===== config.mk =====
export PLATFORM = sky130hd
export DESIGN_NAME = hv_cmd_scheduler
export DESIGN_NICKNAME = d
export VERILOG_FILES = /design/src/rtl/hv_cmd_pkg.sv /design/src/rtl/hv_tbm_alloc.sv /design/src/rtl/hv_cmd_scheduler.sv
export SDC_FILE = /design/constraint.sdc
export NUM_CORES = 1
export LEC_CHECK = 0
export CORE_UTILIZATION = 49
export CTS_CLUSTER_DIAMETER = 120
export DETAILED_ROUTE_END_ITERATION = 8
export PLACE_DENSITY = 0.92
export RECOVER_POWER = 50
export SYNTH_ARGS = -nofsm -noshare
export SYNTH_HDL_FRONTEND = slang
export SYNTH_HIERARCHICAL = 1
export SYNTH_SLANG_ARGS = --single-unit

===== constraint.sdc =====
create_clock -name clk -period 3.1 [get_ports clk]
set_clock_uncertainty 0.05 [all_clocks]
set_input_delay 0.62 -clock clk [delete_from_list [all_inputs] [get_ports clk]]
set_output_delay 0.62 -clock clk [all_outputs]
set_load 0.05 [all_outputs]

===== src/rtl/hv_cmd_pkg.sv =====
// Shared definitions for the command scheduler: queue status codes, CDB opcodes,
// CDB field layout and the scheduler state encoding.
package hv_cmd_pkg;

    typedef enum logic [7:0] {
        ST_FREE      = 8'd0,
        ST_INSERTED  = 8'd1,
        ST_CKS_ERROR = 8'd2,
        ST_READY     = 8'd3,
        ST_Q2D       = 8'd4,
        ST_X2M       = 8'd5,
        ST_DONE      = 8'd6,
        ST_QUERIED   = 8'd7,
        ST_Q2D_ERROR = 8'd8
    } hv_status_t;

    typedef enum logic [7:0] {
        OP_READ  = 8'h01,
        OP_WRITE = 8'h02
    } hv_opcode_t;

    localparam int CDB_BEATS      = 4;
    localparam int CDB_OPCODE_LSB = 0;
    localparam int CDB_TAG_LSB    = 8;
    localparam int CDB_INDEX_LSB  = 16;
    localparam int CDB_STATUS_LSB = 24;
    localparam int CDB_LBA_LSB    = 64;

    typedef enum logic [2:0] {
        S_IDLE    = 3'd0,
        S_REQ     = 3'd1,
        S_COLLECT = 3'd2,
        S_DECODE  = 3'd3,
        S_ALLOC   = 3'd4,
        S_ISSUE   = 3'd5
    } sched_state_t;

    function automatic logic opcode_ok(input logic [7:0] op);
        return (op == OP_READ) || (op == OP_WRITE);
    endfunction

endpackage


===== src/rtl/hv_tbm_alloc.sv =====
// TBM slot allocator: free bitmap, lowest-free priority encoder and the
// per-slot queue-index table used to match completions back to slots.
module hv_tbm_alloc #(
    parameter int NUM_TBM = 8,
    parameter int SLOT_W  = 3
) (
    input  logic              clk,
    input  logic              reset,
    input  logic              i_alloc,
    input  logic [7:0]        i_alloc_index,
    input  logic              i_cpl_valid,
    input  logic [7:0]        i_cpl_index,
    output logic              o_any_free,
    output logic [SLOT_W-1:0] o_free_slot,
    output logic              o_cpl_hit,
    output logic              o_any_used
);
    logic [NUM_TBM-1:0] r_used;
    logic [7:0]         r_slot_index [NUM_TBM];
    logic [NUM_TBM-1:0] w_free_mask;
    logic [NUM_TBM-1:0] w_alloc_mask;

    always_comb begin
        o_free_slot = '0;
        for (int i = NUM_TBM - 1; i >= 0; i--) begin
            if (!r_used[i]) o_free_slot = SLOT_W'(i);
        end
    end

    always_comb begin
        w_free_mask = '0;
        for (int i = 0; i < NUM_TBM; i++) begin
            w_free_mask[i] = i_cpl_valid && r_used[i] && (r_slot_index[i] == i_cpl_index);
        end
    end

    assign w_alloc_mask = i_alloc ? (NUM_TBM'(1) << o_free_slot) : '0;
    assign o_any_free   = ~&r_used;
    assign o_any_used   = |r_used;
    assign o_cpl_hit    = |w_free_mask;

    // Free and alloc land on the same edge; the encoder only ever sees the pre-free bitmap.
    always_ff @(posedge clk or negedge reset) begin
        if (!reset) begin
            r_used <= '0;
            for (int i = 0; i < NUM_TBM; i++) r_slot_index[i] <= '0;
        end else begin
            r_used <= (r_used & ~w_free_mask) | w_alloc_mask;
            for (int i = 0; i < NUM_TBM; i++) begin
                if (w_alloc_mask[i]) r_slot_index[i] <= i_alloc_index;
            end
        end
    end

endmodule


===== src/rtl/hv_cmd_scheduler.sv =====
// Command-queue scheduler: fetches a CDB, decodes it, claims a TBM slot,
// dispatches to the flash back-end and writes status transitions back.
// state   | meaning
// IDLE    | wait for a queued command and a free TBM slot
// REQ     | one-cycle fetch request
// COLLECT | latch the four CDB beats
// DECODE  | drop CDBs with checksum error or unknown opcode
// ALLOC   | claim lowest free slot, write its TBM address back
// ISSUE   | hold the back-end request until accepted
module hv_cmd_scheduler
    import hv_cmd_pkg::*;
#(
    parameter int          CMD_IO_WIDTH  = 64,
    parameter int          NUM_TBM       = 8,
    parameter logic [31:0] TBM_BASE      = 32'h0000_0000,
    parameter logic [31:0] TBM_SLOT_SIZE = 32'h0000_1000
) (
    input  logic                    clk,
    input  logic                    reset,
    input  logic                    cq_cout_ready,
    output logic                    cmd_request,
    input  logic                    cmd_oe,
    input  logic [CMD_IO_WIDTH-1:0] cmd_in,
    output logic [7:0]              op_index,
    output logic [7:0]              cmd_op_status,
    output logic                    tbm_ie,
    output logic [7:0]              tbm_index,
    output logic [31:0]             tbm_address,
    output logic                    be_valid,
    input  logic                    be_ready,
    output logic [7:0]              be_index,
    output logic [7:0]              be_opcode,
    output logic [31:0]             be_lba,
    output logic [31:0]             be_tbm_addr,
    input  logic                    cpl_valid,
    input  logic [7:0]              cpl_index,
    input  logic                    cpl_error,
    output logic                    busy,
    output logic [7:0]              drop_cnt
);
    localparam int SLOT_W = (NUM_TBM > 1) ? $clog2(NUM_TBM) : 1;

    sched_state_t                           r_state;
    sched_state_t                           w_next;
    logic [CDB_BEATS-1:0][CMD_IO_WIDTH-1:0] r_cdb;
    logic [1:0]                             r_beat;
    logic [31:0]                            r_tbm_addr;
    logic [7:0]                             r_drop_cnt;
    logic [7:0]                             r_op_index;
    logic [7:0]                             r_op_status;
    logic                                   r_pend_vld;
    logic [7:0]                             r_pend_idx;

    logic [CDB_BEATS*CMD_IO_WIDTH-1:0]      w_cdb;
    logic [7:0]                             w_opcode;
    logic [7:0]                             w_index;
    logic [7:0]                             w_status;
    logic [31:0]                            w_lba;
    logic [31:0]                            w_tbm_addr;
    logic                                   w_cdb_bad;
    logic                                   w_any_free;
    logic                                   w_any_used;
    logic                                   w_cpl_hit;
    logic                                   w_alloc;
    logic                                   w_x2m_fire;
    logic [SLOT_W-1:0]                      w_free_slot;
    logic                                   w_unused;

    assign w_cdb      = r_cdb;
    assign w_opcode   = w_cdb[CDB_OPCODE_LSB +: 8];
    assign w_index    = w_cdb[CDB_INDEX_LSB +: 8];
    assign w_status   = w_cdb[CDB_STATUS_LSB +: 8];
    assign w_lba      = w_cdb[CDB_LBA_LSB +: 32];
    assign w_cdb_bad  = (w_status == ST_CKS_ERROR) || !opcode_ok(w_opcode);
    assign w_tbm_addr = TBM_BASE + TBM_SLOT_SIZE * 32'(w_free_slot);
    assign w_alloc    = (r_state == S_ALLOC);
    assign w_x2m_fire = (r_state == S_ISSUE) && be_ready;
    assign w_unused   = ^{w_cdb[CDB_BEATS*CMD_IO_WIDTH-1:CDB_LBA_LSB+32],
                          w_cdb[CDB_LBA_LSB-1:CDB_STATUS_LSB+8],
                          w_cdb[CDB_TAG_LSB +: 8]};

    hv_tbm_alloc #(
        .NUM_TBM (NUM_TBM),
        .SLOT_W  (SLOT_W)
    ) u_alloc (
        .clk           (clk),
        .reset         (reset),
        .i_alloc       (w_alloc),
        .i_alloc_index (w_index),
        .i_cpl_valid   (cpl_valid),
        .i_cpl_index   (cpl_index),
        .o_any_free    (w_any_free),
        .o_free_slot   (w_free_slot),
        .o_cpl_hit     (w_cpl_hit),
        .o_any_used    (w_any_used)
    );

    always_ff @(posedge clk or negedge reset) begin
        if (!reset) r_state <= S_IDLE;
        else        r_state <= w_next;
    end

    always_comb begin
        w_next = r_state;
        case (r_state)
            S_IDLE:    if (cq_cout_ready && w_any_free) w_next = S_REQ;
            S_REQ:     w_next = S_COLLECT;
            S_COLLECT: if (cmd_oe && r_beat == 2'd3) w_next = S_DECODE;
            S_DECODE:  w_next = w_cdb_bad ? S_IDLE : S_ALLOC;
            S_ALLOC:   w_next = S_ISSUE;
            S_ISSUE:   if (be_ready) w_next = S_IDLE;
            default:   w_next = S_IDLE;
        endcase
    end

    always_comb begin
        cmd_request = (r_state == S_REQ);
        tbm_ie      = 1'b0;
        tbm_index   = '0;
        tbm_address = '0;
        be_valid    = 1'b0;
        be_index    = '0;
        be_opcode   = '0;
        be_lba      = '0;
        be_tbm_addr = '0;
        if (r_state == S_ALLOC) begin
            tbm_ie      = 1'b1;
            tbm_index   = w_index;
            tbm_address = w_tbm_addr;
        end
        if (r_state == S_ISSUE) begin
            be_valid    = 1'b1;
            be_index    = w_index;
            be_opcode   = w_opcode;
            be_lba      = w_lba;
            be_tbm_addr = r_tbm_addr;
        end
    end

    assign op_index      = r_op_index;
    assign cmd_op_status = r_op_status;
    assign drop_cnt      = r_drop_cnt;
    assign busy          = (r_state != S_IDLE) || w_any_used;

    always_ff @(posedge clk or negedge reset) begin
        if (!reset) begin
            r_cdb      <= '0;
            r_beat     <= '0;
            r_tbm_addr <= '0;
            r_drop_cnt <= '0;
        end else begin
            if (r_state == S_REQ) begin
                r_beat <= '0;
            end else if (r_state == S_COLLECT && cmd_oe) begin
                r_cdb[r_beat] <= cmd_in;
                r_beat        <= r_beat + 2'd1;
            end
            if (r_state == S_DECODE && w_cdb_bad && r_drop_cnt != 8'hFF)
                r_drop_cnt <= r_drop_cnt + 8'd1;
            if (w_alloc)
                r_tbm_addr <= w_tbm_addr;
        end
    end

    // Completion owns the status port; a colliding X2M waits one cycle in the pending slot.
    always_ff @(posedge clk or negedge reset) begin
        if (!reset) begin
            r_op_index  <= '0;
            r_op_status <= '0;
            r_pend_vld  <= 1'b0;
            r_pend_idx  <= '0;
        end else begin
            r_op_index  <= '0;
            r_op_status <= '0;
            if (w_cpl_hit) begin
                r_op_index  <= cpl_index;
                r_op_status <= cpl_error ? ST_Q2D_ERROR : ST_DONE;
                if (w_x2m_fire) begin
                    r_pend_vld <= 1'b1;
                    r_pend_idx <= w_index;
                end
            end else if (r_pend_vld) begin
                r_op_index  <= r_pend_idx;
                r_op_status <= ST_X2M;
                r_pend_vld  <= w_x2m_fire;
                if (w_x2m_fire) r_pend_idx <= w_index;
            end else if (w_x2m_fire) begin
                r_op_index  <= w_index;
                r_op_status <= ST_X2M;
            end
        end
    end

endmodule

; Word-level counts from Yosys, hierarchy flattened
; Index checks and enable logic that the tools add are counted.
[totals]
wordCells = 129
inputBits = 79
ff_bits = 369
output_inout_bits = 148
[op_classes]
n_reduce_logical = 37
n_bitwise = 4
muxes = 40
shift = 1
n_addsub = 2
n_eq_ne = 22
magnitude_cmp = 2
[ops]
columns = cell, count
row1 = $bwmux 256, 1
row2 = $demux 64 s2, 1
row3 = $mux 8, 10
row4 = $eq 8x8->1, 8
row5 = $mux 64, 1
row6 = $mux 3, 14
row7 = $mux 32, 1
row8 = $mux 15, 2
row9 = $logic_and 1x1->1, 23
row10 = $pmux 3 s6, 1
row11 = $eq 8x2->1 const B, 2
row12 = $reduce_or 8->1, 2
row13 = $add 8x1->8 const B, 1
row14 = $and 8x8->8, 1
row15 = $eq 8x1->1 const B, 1
row16 = $mux 4, 2
row17 = $ne 2x2->1 const B, 4
row18 = $ne 8x8->1 const B, 1
row19 = $not 8->8, 1
row20 = $or 8x8->8, 1
row21 = $reduce_and 8->1, 1
row22 = $shl 1x3->8 const A, 1
row23 = $eq 3x2->1 const B, 2
row24 = $eq 3x3->1 const B, 2
row25 = other kinds (15), 24

; Logic depth before layout (Yosys ltp)
[logic_depth]
ltp_word = 11
depth_mapped = 9
ltp_nobuf = 8

; Hierarchy
; Netlist, hierarchy kept.
[modules_own_cells]
columns = module, seq_area_each_um2, area_each_um2, n_inst, cells_per_inst
row1 = hv_cmd_scheduler, 2327.2, 4608.2, 1, 385
row2 = hv_tbm_alloc, 1801.7, 3654.8, 1, 287

; Least setup slack after synthesis
; No wires, ideal clock.
[synth_timing]
path_type = register to register
start = register r_state[0]
end = register u_alloc/r_slot_index[16] (netlist name)
t_required_ps = 2925
n_path_buf = 2
arrival_time_ps = 3084
setup_ps = 125
period_less_slack_ps = 3259
path_stages_with_launch = 8
setup_slack_ps = -159
cell_sequence = dfrtp_1 > clkbuf_1 > nor3b_1 > clkbuf_1 > nand3_1 > o21bai_1 > a211oi_2 > mux2_2
[synth_between]
elab_chain_len = 2
[synth_lines]
columns = item, line_no
row1 = "start, declared", hv_cmd_scheduler.sv:43  ; sched_state_t r_state;
row2 = "start signal, assigned", hv_cmd_scheduler.sv:100  ; else r_state <= w_next;
row3 = $eq 3x3->1, hv_cmd_scheduler.sv:76  ; assign w_alloc = (r_state == S_ALLOC);
row4 = $mux 8, hv_tbm_alloc.sv:37  ; assign w_alloc_mask = i_alloc ? (NUM_TBM'(1) << o_free_slot) : '0;
row5 = "end signal, assigned by index", hv_tbm_alloc.sv:50  ; if (w_alloc_mask[i]) r_slot_index[i] <= i_alloc_index;
row6 = "end, declared", hv_tbm_alloc.sv:19  ; logic [7:0] r_slot_index [NUM_TBM];
; Every way passes these cells.
; A chain may end at the register's enable or synchronous reset.

; Worst setup path in the final report
[layout_timing]
start = register u_alloc.r_used[0]
end = output port busy
[layout_between]
elab_chain_len = 2
[layout_lines]
columns = item, line_no
row1 = "start, declared", hv_tbm_alloc.sv:18  ; logic [NUM_TBM-1:0] r_used;
row2 = "start signal, assigned", hv_tbm_alloc.sv:48  ; r_used <= (r_used & ~w_free_mask) | w_alloc_mask;
row3 = $reduce_or 8->1, hv_tbm_alloc.sv:39  ; assign o_any_used = |r_used;
row4 = via w_any_used, hv_cmd_scheduler.sv:62  ; logic w_any_used;
row5 = $logic_or 1x1->1, hv_cmd_scheduler.sv:143  ; assign busy = (r_state != S_IDLE) || w_any_used;
row6 = "end, declared", hv_cmd_scheduler.sv:38  ; output logic busy,
; The timed path passes the listed nets, and every way through them passes these cells.

==> results.yml <==
die:
  dieArea_mm2: 0.0174
  die_h_um: 132
  io_pins: 227
  fp-row-count: 47
  initial_core_util: 0.500
  core_area_mm2: 0.0165
  die_w_um: 132
place:
  place_hpwl_um: 13800
  dpl.cell_count: 1024
  gp_congestion: 0.882
  place_ws_ns: -0.174
  port_buffers: 132
sta:
  whs_ns: 0.447
  tns_ns: 0
  period_needed_ns: 3.00
  worst_pin_slew_ns: 1.86
  slew_headroom: -0.238
  setup_ws_ns: 0.101
  fmax_mhz: 333
  fin_crit_sh: 0.967
  slew_violations: 76
  rsz0062_at_grt: "false"
  setup_viol_count_final: 0
  hold_viol_final: 0
layout:
  drive_gt1_frac: 0.322
  fin_cells: 1056
  nets: 906
  antenna_cells: 0
  syn_to_final_growth_pct: 31.5
  mostFrequentLayoutCell: "dfrtp_1"
  final_cell_mix: "165 x dfrtp_1, 129 x mux2_2, 65 x and2_1, 65 x clkdlybuf4s50_1"
routing:
  drtPass1Iterations: 7
  drt_wl_total_um: 20500
  vias_per_cell: 5.41
  drcViolationCount: 0
  vias: 5715
  drtAntennaViolNets: 0
  drt_iter0_drc: 414
  avgRoutedWirePerCell_um: 19.4
setup_path:
  max_stage_delay_ns: 0.46
  crit_required_ns: 2.43
  arrival_ns: 2.33
  critPathLaunch: "u_alloc/r_used[0]$_DFF_PN0_"
  critPathCaptureType: "output pin"
  worstPathCellList: "nor4_1 -> nand2_1 -> or4_1 -> dlygate4sd2_1"
  path_max_fanout: 7
  startpoint_type: "flop"
  reg2reg_from: "u_alloc/r_used[7]$_DFF_PN0_"
  crit_type: "reg -> out"
  cp_slowest_cell: "dfrtp_1"
min_path:
  worstHoldStart: "r_cdb[88]$_DFFE_PN0P_"
  hold_class: "reg -> reg"
synth:
  netlist_area_mm2: 0.00826
  synth_cells: 672
  synthArstFlopShare: 1.00
  synth-seq-area-share: 0.500
  synth_edf_count: 0
  synth_ff_type: "dfrtp_1"
  ys_seq_elements: 165
  ys_warn_count: 6
  syn-mean-instance-area_um2: 12.3
  ys_types: 56
pwr:
  combPwrFrac: 0.258
  vdd_drop_max_mv: 0.439
  seq_power_share: 0.450
  p_clk_frac: 0.292
  pwr_density_cell_mw_per_mm2: 649
  power_uw: 7050
  switching_power_uw: 2370
  leakage_uw: 0.00495
  p_int_uw: 4680
  switching_share: 0.336
global_routing:
  grt_pass1_vias: 5857
  grt_use_total: 0.241
  grt_overflow: 0
  antenna_found_initial: 0
  grt_max_degree: 77
  grt_pass1_wl_um: 32100
cts:
  cts_sinks: 165
  cts_tree: "built"
  cts-buffers-inserted: 17
  worstSkewPairLatency_ns: 0.43
  ctsLongestPathBuffers: 2
  clockRootBuffer: "clkbuf_16"
  htree_levels: 4
  clkTransAtPathRegs_ns: 0.06
  hold_buffers: 0
run_status:
  violations: "max-capacitance violations, max-slew violations"
  outcome: "finished with violations"
job:
  cap_violations: 1
[sequential cells by signal (all words and copies together) (netlist names)]
register,cells
op_index,8
r_state,3
r_tbm_addr,3
r_pend_idx,8
u_alloc/r_used,8
r_beat,2
drop_cnt,8
cmd_op_status,4
r_cdb,56
r_pend_vld,1
u_alloc/r_slot_index,64
[layer usage]
metal,GRT usage,wire length (um)
met1,0.294,8200
met2,0.403,10400
met3,0.0688,1320
met4,0.0982,578
met5,0,0
[kinds of logic after synthesis]
kind of cell	synth area share
AO/OA/AOI/OAI	0.0409
adder cells (fa/ha/maj)	0.00606
XOR/XNOR	0.0774
other	0.000454
flip-flops	0.500
AND/OR/NAND/NOR	0.114
multiplexers	0.182
buffers and inverters	0.0798
[path summary, 6_finish.rpt]
path / slack, ns / endpoint / cells after the start
setup / recovery: 0.10 / busy / 4
hold / removal: 0.45 / r_cdb[88]$_DFFE_PN0P_ / 1
setup reg to reg: 0.37 / u_alloc/r_slot_index[48]$_DFFE_PN0P_ / 6
hold reg to reg: 0.45 / r_cdb[88]$_DFFE_PN0P_ / 1
max in group asynchronous: 0.81 / r_cdb[19]$_DFFE_PN0P_ / 2
min in group asynchronous: 0.65 / u_alloc/r_slot_index[58]$_DFFE_PN0P_ / 1
[what timing repair did]
item,4_1_cts,5_1_grt
endpoints found under the setup margin,1,3
pin swaps,0,1
endpoints found under the hold margin,0,0
buffers inserted,0,0
gates resized for setup,1,1
[cell type report]
| class | instances | area (um2) |
|---|---|---|
| fillers | 1108 | 5660 |
| multi-input cells | 461 | 3700 |
| repair buffers | 161 | 2120 |
| inverters | 17 | 63.8 |
| well taps | 220 | 275 |
| flip-flops and latches | 165 | 4130 |
| clock buffers | 25 | 505 |
| clock inverters | 7 | 68.8 |
[synth_stat cells, types with 4 or more instances]
library cell | count | share of area
nor4_1 | 7 | 0.0053
o21bai_1 | 5 | 0.0045
and2_1 | 65 | 0.049
ha_1 | 4 | 0.0061
inv_1 | 16 | 0.0073
a222oi_1 | 7 | 0.0085
xnor2_1 | 62 | 0.066
nor2_1 | 7 | 0.0032
a21oi_1 | 4 | 0.0024
buf_4 | 62 | 0.056
xor2_1 | 11 | 0.012
nand3_1 | 14 | 0.0085
nand2_1 | 11 | 0.0050
mux2_2 | 132 | 0.18
buf_2 | 8 | 0.0048
clkbuf_1 | 17 | 0.0077
nand2b_1 | 4 | 0.0030
nand4_1 | 15 | 0.011
nor3_1 | 6 | 0.0036
dfrtp_1 | 165 | 0.50
[worst max-delay path, delay by kind of cell (launching register included)]
kind	cells	cell delay [ns]
simple gates	3	0.98
flops	1	0.46
buf+inv	1	0.46
[power by group through the flow]
stage	clock (uW)	sequential [uW]	combinational [uW]
detailed placement	0	3190	1810
global route	2180	3230	1920
global placement	0	3130	1740
CTS	2080	3160	1830
finish	2060	3180	1820
floorplan	0	3090	1270
[per-stage QoR]
stage               area, um2  utilization
CTS                     10900        0.659
floorplan                8490            -
detailed placement      10300        0.625
global placement        10300        0.625
global route            10900        0.657
finish                  10900        0.657
Power figures use the tool's default switching activity.
